--- src/rtl/jtkicker_pkg.sv ---
// Shared types for the Kicker ROM arbiter: FSM encoding and grant identifiers.
package jtkicker_pkg;

    typedef enum logic [1:0] {
        ST_IDLE = 2'd0,
        ST_BUSY = 2'd1,
        ST_DONE = 2'd2
    } state_t;

    localparam logic GNT_SCR = 1'b0;
    localparam logic GNT_OBJ = 1'b1;

endpackage

--- src/rtl/jtkicker_romarb_slot.sv ---
// One requester slot: latches the granted address, captures SDRAM data and
// keeps the valid flag that says the data still belongs to the live request.
module jtkicker_romarb_slot #(
    parameter int AW = 13
) (
    input  logic          clk,
    input  logic          rst,
    input  logic          cs_i,
    input  logic [AW-1:0] addr_i,
    input  logic          latch_i,     // grant: remember the requested address
    input  logic          cap_i,       // SDRAM data for this slot is on sd_data_i
    input  logic [31:0]   sd_data_i,
    output logic [31:0]   data_o,
    output logic          ok_o,
    output logic          pend_o
);

    logic [AW-1:0] addr_q;
    logic [31:0]   data_q;
    logic          valid_q;
    logic          match;

    assign match  = (addr_i == addr_q);
    assign ok_o   = valid_q & cs_i & match;
    // A live request with no valid data for its current address still needs a fetch.
    assign pend_o = cs_i & ~ok_o;
    assign data_o = data_q;

    // Address latch, data capture and valid tracking; a capture only validates
    // the data if the request is still asking for the same address.
    always_ff @(posedge clk) begin
        if (rst) begin
            addr_q  <= '0;
            data_q  <= '0;
            valid_q <= 1'b0;
        end else begin
            if (latch_i) begin
                addr_q <= addr_i;
            end
            if (cap_i) begin
                data_q  <= sd_data_i;
                valid_q <= cs_i & match;
            end else if (!cs_i || !match) begin
                valid_q <= 1'b0;
            end
        end
    end

endmodule

--- src/rtl/jtkicker_romarb.sv ---
// Two-requester SDRAM arbiter for tile (scr) and object (obj) ROM fetches.
// Objects win during blanking or after starving; otherwise tiles win ties.
//
// Handshake: a requester holds x_cs with a stable x_addr; x_ok rises when
// x_data holds the word for that address and stays high while cs and the
// address are unchanged. Toward the SDRAM, sd_cs is held with a stable
// sd_addr until sd_ok is sampled (not earlier than the second cycle of
// sd_cs), after which sd_cs drops for at least two cycles.
module jtkicker_romarb
    import jtkicker_pkg::*;
#(
    parameter int AW      = 13,
    parameter int MAXWAIT = 8
) (
    input  logic          clk,
    input  logic          rst,
    input  logic          LHBL,
    input  logic          scr_cs,
    input  logic [AW-1:0] scr_addr,
    output logic [31:0]   scr_data,
    output logic          scr_ok,
    input  logic          obj_cs,
    input  logic [AW-1:0] obj_addr,
    output logic [31:0]   obj_data,
    output logic          obj_ok,
    output logic          sd_cs,
    output logic [AW-1:0] sd_addr,
    input  logic [31:0]   sd_data,
    input  logic          sd_ok,
    output state_t        st_dbg
);

    localparam int SW = $clog2(MAXWAIT + 1);
    localparam logic [SW-1:0] MAXW = SW'(MAXWAIT);

    state_t        state_q;
    logic          gnt_q;
    logic          armed_q;
    logic          sd_cs_q;
    logic [AW-1:0] sd_addr_q;
    logic [SW-1:0] starve_q, starve_d;

    logic scr_pend, obj_pend;
    logic obj_win, scr_win;
    logic gnt_scr, gnt_obj;
    logic honour, cap_scr, cap_obj;
    logic obj_busy;

    assign sd_cs   = sd_cs_q;
    assign sd_addr = sd_addr_q;
    assign st_dbg  = state_q;

    jtkicker_romarb_slot #(.AW(AW)) u_scr (
        .clk       (clk),
        .rst       (rst),
        .cs_i      (scr_cs),
        .addr_i    (scr_addr),
        .latch_i   (gnt_scr),
        .cap_i     (cap_scr),
        .sd_data_i (sd_data),
        .data_o    (scr_data),
        .ok_o      (scr_ok),
        .pend_o    (scr_pend)
    );

    jtkicker_romarb_slot #(.AW(AW)) u_obj (
        .clk       (clk),
        .rst       (rst),
        .cs_i      (obj_cs),
        .addr_i    (obj_addr),
        .latch_i   (gnt_obj),
        .cap_i     (cap_obj),
        .sd_data_i (sd_data),
        .data_o    (obj_data),
        .ok_o      (obj_ok),
        .pend_o    (obj_pend)
    );

    // Arbitration decision, SDRAM completion and starvation counter next value.
    always_comb begin
        obj_win  = obj_pend & ((starve_q >= MAXW) | ~LHBL | ~scr_pend);
        scr_win  = scr_pend & ~obj_win;
        gnt_obj  = (state_q == ST_IDLE) & obj_win;
        gnt_scr  = (state_q == ST_IDLE) & scr_win;
        // sd_ok on the first edge of sd_cs is too early to be real data.
        honour   = (state_q == ST_BUSY) & armed_q & sd_ok;
        cap_scr  = honour & (gnt_q == GNT_SCR);
        cap_obj  = honour & (gnt_q == GNT_OBJ);
        obj_busy = (state_q != ST_IDLE) & (gnt_q == GNT_OBJ);

        starve_d = starve_q;
        if (gnt_obj) begin
            starve_d = '0;
        end else if (obj_pend && !obj_busy && starve_q < MAXW) begin
            starve_d = starve_q + 1'b1;
        end
    end

    // Arbiter FSM with registered SDRAM request outputs.
    always_ff @(posedge clk) begin
        if (rst) begin
            state_q   <= ST_IDLE;
            gnt_q     <= GNT_SCR;
            armed_q   <= 1'b0;
            sd_cs_q   <= 1'b0;
            sd_addr_q <= '0;
        end else begin
            case (state_q)
                ST_IDLE: begin
                    armed_q <= 1'b0;
                    if (gnt_obj || gnt_scr) begin
                        gnt_q     <= gnt_obj ? GNT_OBJ : GNT_SCR;
                        sd_addr_q <= gnt_obj ? obj_addr : scr_addr;
                        sd_cs_q   <= 1'b1;
                        state_q   <= ST_BUSY;
                    end
                end
                ST_BUSY: begin
                    armed_q <= 1'b1;
                    if (honour) begin
                        armed_q <= 1'b0;
                        sd_cs_q <= 1'b0;
                        state_q <= ST_DONE;
                    end
                end
                ST_DONE: begin
                    state_q <= ST_IDLE;
                end
                default: begin
                    sd_cs_q <= 1'b0;
                    armed_q <= 1'b0;
                    state_q <= ST_IDLE;
                end
            endcase
        end
    end

    // Saturating count of cycles a pending object fetch has been passed over.
    always_ff @(posedge clk) begin
        if (rst) begin
            starve_q <= '0;
        end else begin
            starve_q <= starve_d;
        end
    end

endmodule

--- config.mk ---
export PLATFORM = sky130hd
export DESIGN_NAME = jtkicker_romarb
export DESIGN_NICKNAME = d
export VERILOG_FILES = /design/src/rtl/jtkicker_pkg.sv /design/src/rtl/jtkicker_romarb_slot.sv /design/src/rtl/jtkicker_romarb.sv
export SDC_FILE = /design/constraint.sdc
export NUM_CORES = 1
export LEC_CHECK = 0
export ABC_AREA = 1
export ABC_CLOCK_PERIOD_IN_PS = 2100
export CORE_ASPECT_RATIO = 1.75
export CORE_MARGIN = 3
export CORE_UTILIZATION = 35
export CTS_CLUSTER_DIAMETER = 50
export CTS_CLUSTER_SIZE = 16
export DETAILED_ROUTE_END_ITERATION = 8
export GPL_TIMING_DRIVEN = 0
export PLACE_DENSITY = 0.7
export SYNTH_ARGS = -nofsm -noshare
export SYNTH_HDL_FRONTEND = slang
export SYNTH_SLANG_ARGS = --single-unit
--- constraint.sdc ---
create_clock -name clk -period 2.1 [get_ports clk]
set_input_delay 0.21 -clock clk [delete_from_list [all_inputs] [get_ports clk]]
set_output_delay 0.21 -clock clk [all_outputs]
set_load 0.005 [all_outputs]
==> impl_metrics.tcl, run 1 <==
set metrics [dict create \
    routedWlPerCell_um 14.4 \
    nNetsFinal 971 \
    yosysTopAreaCellShare 0.451 \
    cp.required_ns 2.40 \
    combPwrFrac 0.118 \
    arrival_ns 2.25 \
    endpoint_kind "flip-flop" \
    dieArea_um2 16000 \
    leakagePower_nw 3.18 \
    grt_pass1_vias 4976 \
    status "finished clean" \
    core_um2 14000 \
    ir_worst_vdd_uv 584 \
    antenna_found_initial 0 \
    yosysMostFrequentCell "nand2_1" \
    place.gp.congestion 0.890 \
    max_slew_margin 0.616 \
    startpoint_type "flip-flop" \
    antenna_cells 0 \
    ctsHoldBuffers 0 \
    vias 5142 \
    syn_area_per_cell_um2 6.86 \
    antenna_left 0 \
    seq_area_frac_synth 0.451 \
    insertion_delay_ns 0.41 \
    setup_viol_count_final 0 \
    synth_edf_count 0 \
    fin_crit_sh 0.928 \
    wl_um 15800 \
    synthTopCellsByArea "dfxtp_1 45%, nand2_1 11%, nand3_1 9.5%" \
    hold_class "input pin to flip-flop" \
    clock_skew_ns 0.0121 \
    numCtsBuffers 17 \
    hpwl_um 12000 \
    ys_async_sr_fraction 0 \
    clk_pin_slew_worst_paths_ns 0.06 \
    fmax_mhz 513 \
    num_rows 57 \
    drive_gt1_frac 0.0817 \
    track_usage 0.200 \
    critical_path_class "flip-flop to flip-flop" \
    final_cell_area_um2 7400 \
    clockPowerShare 0.501 \
    ys_seq_elements 114 \
    drc 0 \
    cts_tree "built" \
    fin_crit_ns 1.95 \
    overflow 0 \
    p_seq_frac 0.381 \
    synth_cell_types 33 \
    netlist_top_cells_count "152 x nand2_1, 125 x nor2_1, 114 x dfxtp_1" \
    area_delta_synth_final_pct 46.2 \
    cap_violations 0 \
    powerDensity_nw_per_um2 816 \
    grt_max_degree 17 \
    placedCellCount 1059 \
    swShare 0.249 \
    switchingPower_mw 1.50 \
    rsz0062_at_grt "false" \
    path_max_fanout 10 \
    synth_top_area_cell "dfxtp_1" \
    clock_path_buffers 2 \
    internal_power_mw 4.54 \
    io_pins 146 \
    via_per_inst 4.70 \
    ys.flop_type "dfxtp_1" \
    netlist_area_um2 5060 \
    syn_inst 738 \
    yosysWarnings 0 \
    placed_area_um2 6730 \
    clock-root-buffer "clkbuf_16" \
    grt_pass1_wl_um 25200 \
    dr.pass1.iters 4 \
    numClockSinks 114 \
    syn_nets 804 \
    stdcell_count 1095 \
    die_x_um 96.9 \
    drt_iter0_markers 237 \
    placement.io_buffers 144 \
    htree_levels 4 \
    maxSlewViolCount 0 \
    final-hold-violation-count 0 \
    initial_core_util 0.360 \
    die_h_um 165 \
    worst_pin_slew_ns 0.576 \
    fill_cells 1362 \
]
-- metrics by stage --
step | total power, mW | setup TNS [ns] | hold WS (ns) | worst slack (ns) | util
after floorplan | 2.72 | 0 | 0.344 | 0.595 | -
after global placement | 3.05 | -2.70 | 0.436 | -0.208 | 0.479
after detailed placement | 3.06 | -3.56 | 0.443 | -0.190 | 0.479
after CTS | 6.10 | 0 | 0.391 | 0.0879 | 0.525
after global routing | 6.30 | 0 | 0.421 | 0.0204 | 0.527
final | 6.05 | 0 | 0.405 | 0.151 | 0.527
-- area by class of cell --
class,instances,area [µm²],area share
clock buffers,20,467,0.0630
flip-flops and latches,114,2280,0.308
repair buffers,148,1470,0.198
inverters,85,319,0.0431
plain buffers,41,211,0.0286
clock inverters,12,155,0.0210
well taps,177,221,0.0299
multi-input cells,498,2280,0.308
-- metal layers --
layer,track usage,vias to the layer above,part of all wire
met4,0.107,0,0.041
met3,0.0576,43,0.058
met2,0.361,142,0.52
met5,0,-,0
met1,0.210,2285,0.38
li1,-,2672,-
-- placed cells by master, fill, tap and decap left out, types with 2 or more instances in the layout --
master,n
inv_1,78
xor2_1,2
dfxtp_1,113
inv_2,5
nor2_4,3
bufinv_16,3
o21ai_1,12
nor2_1,122
nand2_1,150
clkinv_2,2
clkinv_1,2
buf_1,2
clkbuf_8,3
a21oi_1,48
nand3_2,3
buf_6,5
nor2_2,3
ha_1,2
clkbuf_1,24
xnor2_1,5
o21ai_0,39
nand3_1,96
clkinvlp_4,5
clkbuf_16,17
nand2_2,3
clkbuf_2,3
clkdlybuf4s50_1,142
buf_2,5
buf_4,7
-- final timing paths --
path	from	end	slack [ns]	cells past startpoint
setup reg to reg	st_dbg[0]	u_obj.data_o[26]	0.15	10
setup / recovery	st_dbg[0]	u_obj.data_o[26]	0.15	10
hold / removal	rst	u_scr.data_o[15]	0.41	3
hold reg to reg	u_scr.data_o[20]	u_scr.data_o[20]	0.46	2
-- registers in the layout, summed over array words and instances, names as in the netlist --
register / flops
u_obj.addr_q: 13
gnt_q: 1
u_scr.addr_q: 13
u_obj.valid_q: 1
u_obj.data_o: 32
sd_cs: 1
u_scr.data_o: 32
u_scr.valid_q: 1
starve_q: 4
sd_addr: 13
armed_q: 1
st_dbg: 2
-- power by group through the flow --
| stage | clock network, mW | logic (mW) | registers, mW |
|---|---|---|---|
| 4_1_cts | 3.08 | 0.716 | 2.31 |
| 2_1_floorplan | 0 | 0.373 | 2.34 |
| 3_3_place_gp | 0 | 0.698 | 2.35 |
| 5_1_grt | 3.19 | 0.796 | 2.32 |
| 6_report | 3.03 | 0.712 | 2.31 |
| 3_5_place_dp | 0 | 0.705 | 2.35 |
-- worst max-delay path, stage by stage (launching register included) --
cell	delay, ns
dfxtp_1	0.41
inv_1	0.06
nor2_1	0.11
inv_2	0.06
nor3_4	0.29
inv_2	0.09
nor2_4	0.21
inv_2	0.10
clkbuf_1	0.27
nor2_1	0.18
nor2_1	0.06
-- kinds of logic after synthesis --
| logic type | count (synthesis) | share of synthesized area |
|---|---|---|
| adders and majority gates | 2 | 0.00494 |
| buffers and inverters | 126 | 0.105 |
| xor gates and xnor gates | 7 | 0.0121 |
| DFF | 114 | 0.451 |
| and+or+nand+nor | 386 | 0.323 |
| AOI/OAI and AO/OA | 103 | 0.104 |
-- what timing repair did --
action | 4_1_cts | 5_1_grt
setup buffers | 2 | 2
pin swaps | 5 | 3
resized for setup | 9 | 5
setup endpoints to repair | 2 | 1
gates cloned | 0 | 0
Power figures use the tool's default switching activity.
==> run 2, diff against run 1 <==
--- a/config.mk
+++ b/config.mk
@@ -15,6 +15,7 @@
 export DETAILED_ROUTE_END_ITERATION = 8
 export GPL_TIMING_DRIVEN = 0
 export PLACE_DENSITY = 0.7
+export SKIP_CTS_REPAIR_TIMING = 1
 export SYNTH_ARGS = -nofsm -noshare
 export SYNTH_HDL_FRONTEND = slang
 export SYNTH_SLANG_ARGS = --single-unit
==> impl_metrics.tcl, run 2 (synthesis results as in run 1) <==
set metrics [dict create \
    path_max_fanout 10 \
    combPwrFrac 0.118 \
    dieArea_um2 16000 \
    antenna_cells 0 \
    status "finished clean" \
    switchingPower_mw 1.50 \
    die_h_um 165 \
    fmax_mhz 513 \
    die_x_um 96.9 \
    wl_um 15800 \
    cap_violations 0 \
    routedWlPerCell_um 14.5 \
    fin_crit_sh 0.928 \
    clockPowerShare 0.501 \
    critical_path_class "flip-flop to flip-flop" \
    placedCellCount 1059 \
    numCtsBuffers 17 \
    met2_usage 0.362 \
    clk_pin_slew_worst_paths_ns 0.06 \
    grt_max_degree 17 \
    track_usage 0.200 \
    grtUsageMet1 0.209 \
    setup_tns_ns 0 \
    numClockSinks 114 \
    drc 0 \
    top_usage_layer "met2" \
    final_common_cell "nand2_1" \
    setup_viol_count_final 0 \
    worst_pin_slew_ns 0.579 \
    cp.required_ns 2.39 \
    dr.pass1.iters 5 \
    startpoint_type "flip-flop" \
    maxSlewViolCount 0 \
    hold_class "input pin to flip-flop" \
    fill_cells 1357 \
    place.gp.congestion 0.890 \
    overflow 0 \
    powerDensity_nw_per_um2 816 \
    area_delta_synth_final_pct 46.3 \
    htree_levels 4 \
    drive_gt1_frac 0.0819 \
    arrival_ns 2.24 \
    use_met3 0.0576 \
    stdcell_count 1093 \
    insertion_delay_ns 0.41 \
    nNetsFinal 969 \
    clock_skew_ns 0.00757 \
    grt_pass1_vias 4957 \
    final-hold-violation-count 0 \
    core_um2 14000 \
    internal_power_mw 4.54 \
    antenna_left 0 \
    grt_pass1_wl_um 25100 \
    clock-root-buffer "clkbuf_16" \
    clock_path_buffers 2 \
    power.total_mw 6.05 \
    io_pins 146 \
    endpoint_kind "flip-flop" \
    vias 5153 \
    antenna_found_initial 0 \
    hpwl_um 12000 \
    initial_core_util 0.360 \
    max_slew_margin 0.614 \
    via_per_inst 4.71 \
    fin_crit_ns 1.95 \
    mostFrequentLayoutCells "150 x nand2_1, 142 x clkdlybuf4s50_1, 122 x nor2_1" \
    num_rows 57 \
    leakagePower_nw 3.20 \
    cts_tree "built" \
    swShare 0.249 \
    p_seq_frac 0.382 \
    placement.io_buffers 144 \
    drt_iter0_markers 230 \
    ir_worst_vdd_uv 581 \
]
-- run 2: cell types whose count changed in the layout (fill, tap and decap cells not counted), moves of 2 or more --
cell and delta:
buf_4 -2, dfxtp_2 +2, dlymetal6s2s_1 +2, dfxtp_1 -2
-- run 2: cell type report --
cell class              instances  area (µm²)  area share
plain buffers                  41         211      0.0285
clock buffers                  20         467      0.0630
clock inverters                12         155      0.0209
inverters                      85         319      0.0431
multi-input cells             498        2290       0.309
flip-flops and latches        114        2290       0.308
well taps                     177         221      0.0299
repair buffers                146        1460       0.197
-- run 2: worst max-delay path, cell delays in order, from the launching register on --
cell and delay (ns):
dfxtp_2 0.34, inv_1 0.04, nand2_1 0.04, nand2_1 0.06, nor2_2 0.14, nand2_2 0.10
nor2_4 0.14, nand3_4 0.08, buf_4 0.15, nand3_1 0.15, buf_6 0.17, buf_6 0.14
nor2_1 0.07, nand3_1 0.12, nand3_1 0.08
-- run 2: metal layers --
metal | up-vias | wire (µm)
li1 | 2668 | -
met1 | 2300 | 6040
met2 | 141 | 8280
met3 | 44 | 840
met4 | 0 | 647
met5 | - | 0
-- run 2: metrics by stage --
step | setup slack [ns] | cell area, µm² | util | hold WS [ns]
floorplan | 0.595 | 5060 | - | 0.344
global placement | -0.208 | 6730 | 0.479 | 0.436
detailed placement | -0.190 | 6730 | 0.479 | 0.443
CTS | -0.236 | 7350 | 0.523 | 0.391
global route | -0.00853 | 7410 | 0.527 | 0.421
finish | 0.150 | 7410 | 0.527 | 0.404
-- run 2: path summary, 6_finish.rpt --
check	from	end	slack, ns	depth (start not counted)
worst max register to register	u_scr.addr_q[9]	sd_addr[6]	0.15	14
worst max-delay path	u_scr.addr_q[9]	sd_addr[6]	0.15	14
worst min register to register	u_scr.valid_q	u_scr.valid_q	0.46	2
worst min-delay path	rst	u_scr.data_o[15]	0.40	3
-- run 2: power by group through the flow --
stage | clock [mW] | combinational [mW] | sequential (mW)
3_3_place_gp | 0 | 0.698 | 2.35
4_1_cts | 3.08 | 0.710 | 2.31
3_5_place_dp | 0 | 0.705 | 2.35
2_1_floorplan | 0 | 0.373 | 2.34
6_report | 3.03 | 0.712 | 2.31
5_1_grt | 3.19 | 0.797 | 2.32
